### config.mk
export PLATFORM = sky130hd
export DESIGN_NAME = qam_mapper_mm_flat
export DESIGN_NICKNAME = d
export VERILOG_FILES = /design/src/rtl/qam_mapper_mm_if.sv /design/src/rtl/qam_mapper_mm.sv /design/src/flat_wrapper.sv
export SDC_FILE = /design/constraint.sdc
export NUM_CORES = 1
export LEC_CHECK = 0
export BUFFER_PORTS_ARGS = -buffer_cell sky130_fd_sc_hd__buf_2
export CAP_MARGIN = 0
export CORE_ASPECT_RATIO = 1.4
export CORE_MARGIN = 2
export CORE_UTILIZATION = 57
export CTS_CLUSTER_SIZE = 16
export DETAILED_ROUTE_END_ITERATION = 8
export GPL_ROUTABILITY_DRIVEN = 1
export HOLD_SLACK_MARGIN = 0.1
export MAX_ROUTING_LAYER = met4
export PLACE_DENSITY = 0.87
export SYNTH_ARGS = -nofsm -noshare
export SYNTH_HDL_FRONTEND = slang
export SYNTH_SLANG_ARGS = --single-unit
export TNS_END_PERCENT = 5
### constraint.sdc
create_clock -name clk -period 2.9 [get_ports clk]
set_input_delay 0.725 -clock clk [delete_from_list [all_inputs] [get_ports clk]]
set_output_delay 0.725 -clock clk [all_outputs]
set_load 0.05 [all_outputs]
### src/rtl/qam_mapper_mm_if.sv
// Wishbone-style point-to-point link used on both sides of the mapper.
// The master drives the cycle/strobe/write/data; the slave answers with ack.
`timescale 1ns/1ps

interface qam_mapper_mm_if #(
    parameter int W = 6
);
    logic         cyc;
    logic         stb;
    logic         we;
    logic         ack;
    logic [W-1:0] dat;

    modport master (output cyc, stb, we, dat, input  ack);
    modport slave  (input  cyc, stb, we, dat, output ack);
endinterface

### src/rtl/qam_mapper_mm.sv
// Multi-mode constellation mapper (BPSK / QPSK / 16-QAM / 64-QAM).
// One symbol's bits per upstream write, one {Im,Re} sample per downstream
// beat. A one-entry input stage (s1) feeds a small output FIFO; a credit
// rule on ACK guarantees the FIFO can never overflow under back-pressure.
`timescale 1ns/1ps

module qam_mapper_mm #(
    parameter int DW         = 16,
    parameter int FIFO_DEPTH = 2,
    parameter int CNT_W      = 10
) (
    input  logic               clk,
    input  logic               rst,
    input  logic [1:0]         mode,
    qam_mapper_mm_if.slave     up,
    qam_mapper_mm_if.master    dn,
    output logic [CNT_W-1:0]   sym_cnt
);

    localparam int AW = $clog2(FIFO_DEPTH);

    // Constellation levels in Q2.(DW-2). Each mode's unit step is rounded
    // once; the odd multiples (3, 5, 7) are exact integer multiples of that
    // rounded step so the grid stays perfectly uniform.
    localparam int  U_ONE   = 1 << (DW - 2);
    localparam real SCALE   = $itor(U_ONE);
    localparam int  U_QPSK  = $rtoi(SCALE / $sqrt(2.0)  + 0.5);
    localparam int  U_QAM16 = $rtoi(SCALE / $sqrt(10.0) + 0.5);
    localparam int  U_QAM64 = $rtoi(SCALE / $sqrt(42.0) + 0.5);

    localparam logic [DW-1:0] LV_BPSK  = DW'(U_ONE);
    localparam logic [DW-1:0] LV_QPSK  = DW'(U_QPSK);
    localparam logic [DW-1:0] LV16_1   = DW'(U_QAM16);
    localparam logic [DW-1:0] LV16_3   = DW'(3 * U_QAM16);
    localparam logic [DW-1:0] LV64_1   = DW'(U_QAM64);
    localparam logic [DW-1:0] LV64_3   = DW'(3 * U_QAM64);
    localparam logic [DW-1:0] LV64_5   = DW'(5 * U_QAM64);
    localparam logic [DW-1:0] LV64_7   = DW'(7 * U_QAM64);

    typedef enum logic [1:0] {IDLE, RUN, DRAIN} state_e;
    typedef enum logic [1:0] {MODE_BPSK, MODE_QPSK, MODE_QAM16, MODE_QAM64} mode_e;

    state_e            state;
    mode_e             mode_q;
    logic              cyc_q;

    logic              ena;
    logic              ack;
    logic [AW:0]       in_flight;

    logic              s1_valid;
    logic [5:0]        s1_bits;

    logic              re_neg;
    logic              im_neg;
    logic [DW-1:0]     re_mag;
    logic [DW-1:0]     im_mag;
    logic [2*DW-1:0]   sample;

    logic [2*DW-1:0]   mem [FIFO_DEPTH];
    logic [AW-1:0]     wr_ptr;
    logic [AW-1:0]     rd_ptr;
    logic [AW:0]       fifo_cnt;
    logic              push;
    logic              pop;
    logic              stb;

    // 64-QAM Gray-coded magnitude: 00->1, 01->3, 11->5, 10->7.
    function automatic logic [DW-1:0] lvl64(input logic [1:0] g);
        case (g)
            2'b00:   return LV64_1;
            2'b01:   return LV64_3;
            2'b11:   return LV64_5;
            default: return LV64_7;
        endcase
    endfunction

    // Credit rule: a symbol is only accepted if the FIFO still has room for
    // everything already in flight, so s1 can always drain on the next edge.
    assign in_flight = fifo_cnt + {{AW{1'b0}}, s1_valid};
    assign ena       = up.cyc & up.stb & up.we & (state == RUN);
    assign ack       = ena & (in_flight < (AW+1)'(FIFO_DEPTH));
    assign up.ack    = ack;

    // Burst control: latches the mode at burst start, counts accepted symbols
    // and holds the downstream cycle open until the pipeline has drained.
    // NOTE: sequential state uses non-blocking assignments so every register
    // samples pre-edge values regardless of block evaluation order.
    always_ff @(posedge clk or posedge rst) begin
        if (rst) begin
            state   <= IDLE;
            cyc_q   <= 1'b0;
            mode_q  <= MODE_BPSK;
            sym_cnt <= '0;
        end else begin
            if (ack) begin
                sym_cnt <= sym_cnt + CNT_W'(1);
            end
            case (state)
                IDLE: begin
                    if (up.cyc) begin
                        state   <= RUN;
                        cyc_q   <= 1'b1;
                        mode_q  <= mode_e'(mode);
                        sym_cnt <= '0;
                    end
                end
                RUN: begin
                    if (!up.cyc) begin
                        state <= DRAIN;
                    end
                end
                DRAIN: begin
                    if (!s1_valid && (fifo_cnt == '0)) begin
                        state <= IDLE;
                        cyc_q <= 1'b0;
                    end
                end
                default: begin
                    state <= IDLE;
                    cyc_q <= 1'b0;
                end
            endcase
        end
    end

    // Input stage: captures raw bits of each accepted symbol for one cycle.
    always_ff @(posedge clk or posedge rst) begin
        if (rst) begin
            s1_valid <= 1'b0;
            s1_bits  <= '0;
        end else begin
            s1_valid <= ack;
            if (ack) begin
                s1_bits <= up.dat;
            end
        end
    end

    // Map the staged bits to a signed {Im,Re} sample for the burst's mode.
    // NOTE: every output of this block gets a default first, so no path
    // through the case leaves a value held and no latch is inferred.
    always_comb begin
        re_neg = 1'b0;
        im_neg = 1'b0;
        re_mag = '0;
        im_mag = '0;
        unique case (mode_q)
            MODE_BPSK: begin
                re_neg = s1_bits[0];
                re_mag = LV_BPSK;
            end
            MODE_QPSK: begin
                re_neg = s1_bits[1];
                im_neg = s1_bits[0];
                re_mag = LV_QPSK;
                im_mag = LV_QPSK;
            end
            MODE_QAM16: begin
                re_neg = s1_bits[3];
                im_neg = s1_bits[1];
                re_mag = s1_bits[2] ? LV16_3 : LV16_1;
                im_mag = s1_bits[0] ? LV16_3 : LV16_1;
            end
            MODE_QAM64: begin
                re_neg = s1_bits[5];
                im_neg = s1_bits[2];
                re_mag = lvl64(s1_bits[4:3]);
                im_mag = lvl64(s1_bits[1:0]);
            end
        endcase
        sample = {(im_neg ? ('0 - im_mag) : im_mag),
                  (re_neg ? ('0 - re_mag) : re_mag)};
    end

    assign push = s1_valid;
    assign stb  = (fifo_cnt != '0);
    assign pop  = stb & dn.ack;

    // FIFO pointers and fill count; simultaneous push and pop keep the count.
    always_ff @(posedge clk or posedge rst) begin
        if (rst) begin
            wr_ptr   <= '0;
            rd_ptr   <= '0;
            fifo_cnt <= '0;
        end else begin
            if (push) begin
                wr_ptr <= wr_ptr + AW'(1);
            end
            if (pop) begin
                rd_ptr <= rd_ptr + AW'(1);
            end
            case ({push, pop})
                2'b10:   fifo_cnt <= fifo_cnt + (AW+1)'(1);
                2'b01:   fifo_cnt <= fifo_cnt - (AW+1)'(1);
                default: fifo_cnt <= fifo_cnt;
            endcase
        end
    end

    // FIFO storage write port.
    // NOTE: the storage array is deliberately not reset; only the pointers
    // and count are, and the output is forced to zero while the FIFO is empty.
    always_ff @(posedge clk) begin
        if (push) begin
            mem[wr_ptr] <= sample;
        end
    end

    assign dn.stb = stb;
    assign dn.we  = stb;
    assign dn.cyc = cyc_q;
    assign dn.dat = stb ? mem[rd_ptr] : '0;

endmodule

### src/flat_wrapper.sv
// flat-port wrapper written by rule: the top's interface ports become plain ports
module qam_mapper_mm_flat 
#(
    parameter int DW         = 16,
    parameter int FIFO_DEPTH = 2,
    parameter int CNT_W      = 10
)
  (clk, rst, mode, sym_cnt, up_cyc, up_stb, up_we, up_dat, up_ack, dn_cyc, dn_stb, dn_we, dn_dat, dn_ack);
  qam_mapper_mm_if #(.W(6)) up_i ();
  qam_mapper_mm_if #(.W(32)) dn_i ();
  input  logic clk;
  input  logic rst;
  input  logic [1:0] mode;
  output logic [CNT_W-1:0] sym_cnt;
  input wire logic [$bits(up_i.cyc)-1:0] up_cyc;
  input wire logic [$bits(up_i.stb)-1:0] up_stb;
  input wire logic [$bits(up_i.we)-1:0] up_we;
  input wire logic [$bits(up_i.dat)-1:0] up_dat;
  output wire logic [$bits(up_i.ack)-1:0] up_ack;
  output wire logic [$bits(dn_i.cyc)-1:0] dn_cyc;
  output wire logic [$bits(dn_i.stb)-1:0] dn_stb;
  output wire logic [$bits(dn_i.we)-1:0] dn_we;
  output wire logic [$bits(dn_i.dat)-1:0] dn_dat;
  input wire logic [$bits(dn_i.ack)-1:0] dn_ack;
  assign up_i.cyc = up_cyc;
  assign up_i.stb = up_stb;
  assign up_i.we = up_we;
  assign up_i.dat = up_dat;
  assign up_ack = up_i.ack;
  assign dn_cyc = dn_i.cyc;
  assign dn_stb = dn_i.stb;
  assign dn_we = dn_i.we;
  assign dn_dat = dn_i.dat;
  assign dn_i.ack = dn_ack;
  qam_mapper_mm #(.DW(DW), .FIFO_DEPTH(FIFO_DEPTH), .CNT_W(CNT_W)) u_core (.clk(clk), .rst(rst), .mode(mode), .up(up_i), .dn(dn_i), .sym_cnt(sym_cnt));
endmodule
==> flow_metrics.py, run 1 <==
metrics = {
    "run_status": {
        "status": "finished clean",
    },
    "floorplanning": {
        "dieWidth_um": 78.4,
        "die_area_um2": 8470,
        "num_io_pins": 60,
        "initial_core_util": 0.580,
        "die_height_um": 108,
        "core-area_um2": 7610,
        "row_count": 38,
    },
    "finish": {
        "final_layout_size_suffix_gt1_frac": 0.223,
        "final_nets": 470,
        "stdcell_area_um2": 5020,
        "insertedDiodeCount": 0,
        "post_route_non_filler_standard_cell_count": 544,
        "flow.area_growth_from_synthesis_pct": 13.7,
    },
    "place": {
        "place.detailed.hpwl_mm": 6.02,
        "placed_area_um2": 4800,
        "placement.io_buffers": 59,
        "gp_routability_congestion": 0.870,
        "number_of_placed_instances_taps_included": 528,
    },
    "critical_path": {
        "cp-start-kind": "flop",
        "crit_path_from": "u_core.mode_q[1]",
        "worst_r2r_startpoint": "u_core.mode_q[1]",
        "required_time_worst_endpoint_ns": 2.99,
        "critical_path_peak_fanout": 13,
        "critical_path_class": "reg -> reg",
        "cp.arrival_ns": 2.74,
        "timing.critical_path.to_type": "flop",
    },
    "yosys": {
        "ranking_of_synthesized_cells_by_area": "edfxtp_1 42%, dfrtp_1 15%, mux2i_1 7.3%",
        "yosysUniqueCellTypes": 43,
        "synth-edff-count": 62,
        "synth.top_cell.area_share": 0.422,
        "postSynthAreaPerCell_um2": 11.6,
        "mappedNetlistArea_um2": 4410,
        "count_leader_synth": "edfxtp_1",
        "synth_top_area_cell": "edfxtp_1",
        "yosysWarnings": 0,
        "synth-async-reset-ratio": 0.295,
        "synth_cells": 380,
        "synthTopCellsByCount": "62 x edfxtp_1, 60 x nor2_1, 32 x mux2i_1",
        "syn-num-nets": 411,
        "synth_ff_type": "edfxtp_1",
        "synth_seq_area_share": 0.569,
        "synth.ff_latch_count": 88,
    },
    "detailed_routing": {
        "drt_pass1_iterations": 4,
        "route.detailed.drc": 0,
        "detail_route.vias_per_cell": 5.51,
        "detailroute.via_count": 2995,
        "detail-route-antenna-nets": 0,
        "routedWlPerCell_um": 15.6,
        "drt-initial-drc-count": 206,
        "totalWireLength_mm": 8.50,
    },
    "cts": {
        "path_clk_slew_ns": 0.08,
        "cts_setup_buffers": 0,
        "worstSkewPairLatency_ns": 0.36,
        "cts_tree": "yes",
        "cts_resized": 0,
        "clk_path_buf_depth": 2,
        "clock-sinks": 88,
        "cts_hold_buffers": 0,
        "clock_tree.htree_level_count": 3,
        "clock_tree.root_cell": "clkbuf_8",
        "cts_made_buffers": 9,
    },
    "timing": {
        "slew_violations": 0,
        "grt_setup_unrepaired": "no",
        "setup_viol": 0,
        "worst_clock_skew_ns": 0.00576,
        "tightestPinTransition_ns": 0.965,
        "min_period_ns": 2.65,
        "setup-tns-final_ns": 0,
        "slew_margin_rel": 0.356,
        "finalHoldWorstSlack_ns": 0.488,
        "post-route-period-util": 0.913,
        "hold_violations": 0,
        "fmax_ghz": 0.378,
    },
    "flow_run": {
        "max_cap_viol_count": 0,
    },
    "global_route": {
        "vias_in_the_first_global_route": 2956,
        "grt_remaining_overflow": 0,
        "pin_count_of_the_biggest_net_entering_global_routing": 33,
        "grt_pass1_wl_mm": 14.1,
        "grt_use_total": 0.226,
        "antenna_found_initial": 0,
    },
    "min_path": {
        "holdCritStartpoint": "u_core.dn.cyc",
        "hold_path_class": "reg -> reg",
    },
    "pwr": {
        "p_per_cell_area_nw_per_um2": 1230,
        "total_leakage_power_nw": 2.18,
        "worst_ir_drop_vdd_mv": 0.648,
    },
}
==> path summary, 6_finish.rpt <==
kind	endpoint	slack, ns	cells after the start
hold reg to reg	u_core.dn.cyc	0.49	1
setup / recovery	u_core.mem[1][1]	0.25	7
min in group asynchronous	u_core.s1_bits[2]	0.58	2
hold / removal	u_core.dn.cyc	0.49	1
max in group asynchronous	u_core.rd_ptr	1.74	2
setup reg to reg	u_core.mem[1][1]	0.25	7
==> state kept, by name, summed over array words and instances, names as in the netlist <==
name             flops
u_core.state         2
u_core.s1_bits       6
u_core.sym_cnt      10
u_core.rd_ptr        1
u_core.mode_q        2
u_core.wr_ptr        1
u_core.fifo_cnt      2
u_core.push          1
u_core.dn.cyc        1
u_core.mem          62
==> cell usage in the layout, fill, tap and decap left out, drive strengths merged, types with 6 or more instances in the layout <==
| cell | instances |
|---|---|
| buf | 69 |
| edfxtp | 62 |
| nor2 | 60 |
| mux2i | 33 |
| dfrtp | 26 |
| nand2 | 23 |
| inv | 19 |
| a21oi | 18 |
| ha | 17 |
| o21ai | 15 |
| xor2 | 15 |
| xnor2 | 15 |
| clkbuf | 10 |
| mux2 | 6 |
| nor3 | 6 |
==> area by class of cell <==
type | count | area [um^2]
repair buffers | 69 | 370
multi-input cells | 252 | 1720
clock inverters | 6 | 82.6
flip-flops and latches | 88 | 2510
inverters | 19 | 71.3
fillers | 582 | 2590
clock buffers | 10 | 138
well taps | 100 | 125
==> routing by layer <==
| layer | GRT usage | wire length, um | part of all wire | up-vias |
|---|---|---|---|---|
| met5 | - | 0 | 0 | - |
| met4 | 0.103 | 267 | 0.031 | 0 |
| met3 | 0.0526 | 401 | 0.047 | 22 |
| met2 | 0.397 | 4530 | 0.53 | 91 |
| met1 | 0.242 | 3310 | 0.39 | 1431 |
| li1 | - | - | - | 1451 |
==> stage by stage <==
step	total power [mW]	utilization	worst slack, ns
6_report	6.16	0.659	0.253
5_1_grt	6.51	0.659	0.0714
4_1_cts	6.17	0.659	0.314
2_1_floorplan	4.53	-	0.0495
3_5_place_dp	5.25	0.630	0.335
3_3_place_gp	5.16	0.630	0.410
==> report_power, final <==
group	switching (mW)	internal [mW]	leakage, nW	total [mW]
clock network	0.415	0.504	0.112	0.919
registers	0.176	1.75	0.902	1.93
logic	2.31	1.01	1.16	3.31
total	2.90	3.26	2.18	6.16
==> cells by family (layout without fill, tap and decap cells) <==
kind of cell	Yosys count	after routing	share of synthesized area
and+or+nand+nor	109	109	0.106
DFF	88	88	0.569
AOI/OAI and AO/OA	57	57	0.0817
buffers and inverters	40	104	0.0425
muxes	39	39	0.0930
xor gates and xnor gates	30	30	0.0596
adders and majority gates	17	17	0.0482
==> critical path, stage by stage (launching register included) <==
cell and delay [ns]:
dfrtp_1 0.56, inv_1 0.19, ha_1 0.28, a222oi_1 0.46
inv_2 0.13, mux2i_4 0.34, xor2_1 0.27, o22ai_1 0.14
No activity file was read; power rests on OpenSTA's default activity.
==> run 2, diff against run 1 <==
--- a/config.mk
+++ b/config.mk
@@ -9,13 +9,13 @@
 export CAP_MARGIN = 0
 export CORE_ASPECT_RATIO = 1.4
 export CORE_MARGIN = 2
-export CORE_UTILIZATION = 57
-export CTS_CLUSTER_SIZE = 16
+export CORE_UTILIZATION = 50
+export CTS_CLUSTER_SIZE = 24
 export DETAILED_ROUTE_END_ITERATION = 8
 export GPL_ROUTABILITY_DRIVEN = 1
 export HOLD_SLACK_MARGIN = 0.1
 export MAX_ROUTING_LAYER = met4
-export PLACE_DENSITY = 0.87
+export PLACE_DENSITY = 0.77
 export SYNTH_ARGS = -nofsm -noshare
 export SYNTH_HDL_FRONTEND = slang
 export SYNTH_SLANG_ARGS = --single-unit
==> run 2 against run 1 <==
  * First-iteration DRC count rose by 43%
  * Critical path depth did not move
  * Flip-flop and latch count did not move
  * Die area rose by 13%
  * Clock skew rose by 0.0017 ns
  * Via count fell by 1.2%
  * Sequential power barely moved
==> flow_metrics.py, run 2 (synthesis results as in run 1) <==
metrics = {
    "run_status": {
        "status": "finished clean",
    },
    "pwr": {
        "total_leakage_power_nw": 2.23,
        "power.switching_fraction": 0.451,
        "p_int_mw": 3.52,
        "sequential_share_of_power": 0.301,
        "worst_ir_drop_vdd_mv": 0.690,
        "p_per_cell_area_nw_per_um2": 1250,
        "pwr-share-comb": 0.511,
        "power.total_mw": 6.42,
        "net-switching-power_mw": 2.90,
        "power.clock.fraction": 0.188,
    },
    "critical_path": {
        "cpMaxStageDelayCell": "dfrtp_2",
        "r2r_cells": 7,
        "reg2reg_to": "u_core.mem[1][1]",
        "required_time_worst_endpoint_ns": 2.96,
        "cp-start-kind": "flop",
        "critical_path_class": "reg -> reg",
        "cp.arrival_ns": 2.64,
        "timing.critical_path.to_type": "flop",
        "critical_path_peak_fanout": 13,
        "r2r_slack_ns": 0.32,
        "worst_r2r_startpoint": "u_core.mode_q[1]",
        "crit_path_max_incr_delay_ns": 0.49,
        "cells_traversed_along_the_worst_timing_path": "inv_1 -> ha_1 -> a222oi_1 -> inv_2 -> mux2i_4 -> xor2_1 -> o22ai_1",
    },
    "cts": {
        "clock-sinks": 88,
        "clock_tree.root_cell": "clkbuf_16",
        "cts_tree": "yes",
        "cts_made_buffers": 9,
        "worstSkewPairLatency_ns": 0.33,
        "clk_path_buf_depth": 2,
        "clock_tree.htree_level_count": 3,
        "path_clk_slew_ns": 0.06,
    },
    "floorplanning": {
        "row_count": 40,
        "num_io_pins": 60,
        "die_height_um": 115,
        "dieWidth_um": 83.4,
        "initial_core_util": 0.515,
        "core-area_um2": 8560,
        "die_area_um2": 9600,
    },
    "finish": {
        "top_register": "u_core.mem",
        "filler_cell_count": 704,
        "leading_registers_by_flop_count": "u_core.mem: 62 flops, u_core.sym_cnt: 10 flops, u_core.s1_bits: 6 flops",
        "flow.area_growth_from_synthesis_pct": 16.5,
        "insertedDiodeCount": 0,
        "largest_register_ffs": 62,
        "final_nets": 471,
        "final_cell_mix": "62 x edfxtp_1, 59 x buf_2, 58 x nor2_1",
        "final_layout_size_suffix_gt1_frac": 0.225,
        "layout_commonest_cell": "edfxtp_1",
    },
    "timing": {
        "min_period_ns": 2.58,
        "slew_violations": 0,
        "setup_viol": 0,
        "grt_setup_unrepaired": "no",
        "tightestPinTransition_ns": 0.570,
        "slew_margin_rel": 0.620,
        "fmax_ghz": 0.387,
        "hold_violations": 0,
        "post-route-period-util": 0.891,
        "setup-tns-final_ns": 0,
        "worst_clock_skew_ns": 0.00743,
    },
    "global_route": {
        "pin_count_of_the_biggest_net_entering_global_routing": 33,
        "antenna_found_initial": 0,
        "grt_use_total": 0.192,
        "vias_in_the_first_global_route": 2908,
        "grt_pass1_wl_mm": 14.0,
        "grt_remaining_overflow": 0,
    },
    "detailed_routing": {
        "detail-route-antenna-nets": 0,
        "detailroute.via_count": 2959,
        "totalWireLength_mm": 8.37,
        "drt_pass1_iterations": 5,
        "drt-initial-drc-count": 294,
        "route.detailed.drc": 0,
        "routedWlPerCell_um": 15.2,
        "detail_route.vias_per_cell": 5.38,
    },
    "place": {
        "placement.io_buffers": 59,
        "place.detailed.hpwl_mm": 6.00,
        "gp_routability_congestion": 0.973,
    },
    "flow_run": {
        "max_cap_viol_count": 0,
    },
    "min_path": {
        "hold_path_class": "in -> async",
    },
}
==> run 2: cell types whose count changed in the layout (fill, tap and decap cells not counted) <==
cell	change
buf_4	+1
clkinv_4	+1
dfrtp_1	-1
clkinv_2	-3
clkbuf_8	-8
dfrtp_2	+1
clkbuf_1	+1
clkbuf_16	+10
bufinv_16	-1
==> run 2: metrics by stage <==
step	utilization	area, um^2	instances	setup WS, ns	hold slack (ns)
finish	0.600	5140	550	0.317	0.434
global route	0.600	5140	550	0.0833	0.463
global placement	0.562	4810	534	0.387	0.460
floorplan	-	4410	380	0.0495	0.456
detailed placement	0.562	4810	534	0.210	0.465
CTS	0.600	5140	550	0.192	0.439
==> run 2: what timing repair did <==
action / in CTS / in global routing
gates resized for setup: 0 / 1
hold endpoints to repair: 0 / 0
setup buffers: 0 / 0
hold buffers: 0 / 0
setup endpoints to repair: 0 / 4
==> run 2: worst max path at each step <==
stage / start / to / slack, ns / cells after the start
after floorplan: u_core.rd_ptr / dn_dat[16] / 0.05 / 5
after global placement: u_core.mode_q[1] / u_core.mem[0][3] / 0.39 / 7
after detailed placement: u_core.mode_q[1] / u_core.mem[0][1] / 0.21 / 7
after CTS: u_core.mode_q[1] / u_core.mem[1][1] / 0.19 / 7
after global routing: u_core.mode_q[1] / u_core.mem[1][1] / 0.08 / 7
final: u_core.mode_q[1] / u_core.mem[1][1] / 0.32 / 7
==> run 2: worst max-delay path, delay by kind of cell, from the launching register on <==
family	cells	cell delay, ns
flip-flops	1	0.49
buffers and inverters	2	0.30
XOR/XNOR	1	0.27
multiplexers	1	0.35
adder cells (fa/ha/maj)	1	0.27
AO/OA/AOI/OAI	2	0.64
==> run 2: final cells by class <==
cell class | instances | area (um^2) | area share
Tap cell | 105 | 131 | 0.0256
Multi-Input combinational cell | 252 | 1720 | 0.334
Clock buffer | 13 | 282 | 0.0548
Inverter | 19 | 71.3 | 0.0139
Sequential cell | 88 | 2510 | 0.489
Clock inverter | 3 | 46.3 | 0.00901
Timing Repair Buffer | 70 | 378 | 0.0735
==> run 2: metal layers <==
layer,GRT usage,vias up,wire length [um]
met5,-,-,0
met1,0.213,1426,3400
met3,0.0373,13,366
met2,0.333,71,4470
li1,-,1449,-
met4,0.0962,0,123
==> run 2: power by group through the flow <==
stage | Clock [mW] | Sequential [mW] | Combinational [mW]
finish | 1.21 | 1.93 | 3.28
global placement | 0 | 1.95 | 3.22
CTS | 1.23 | 1.93 | 3.29
detailed placement | 0 | 1.96 | 3.28
global route | 1.28 | 1.96 | 3.59
floorplan | 0 | 1.91 | 2.62
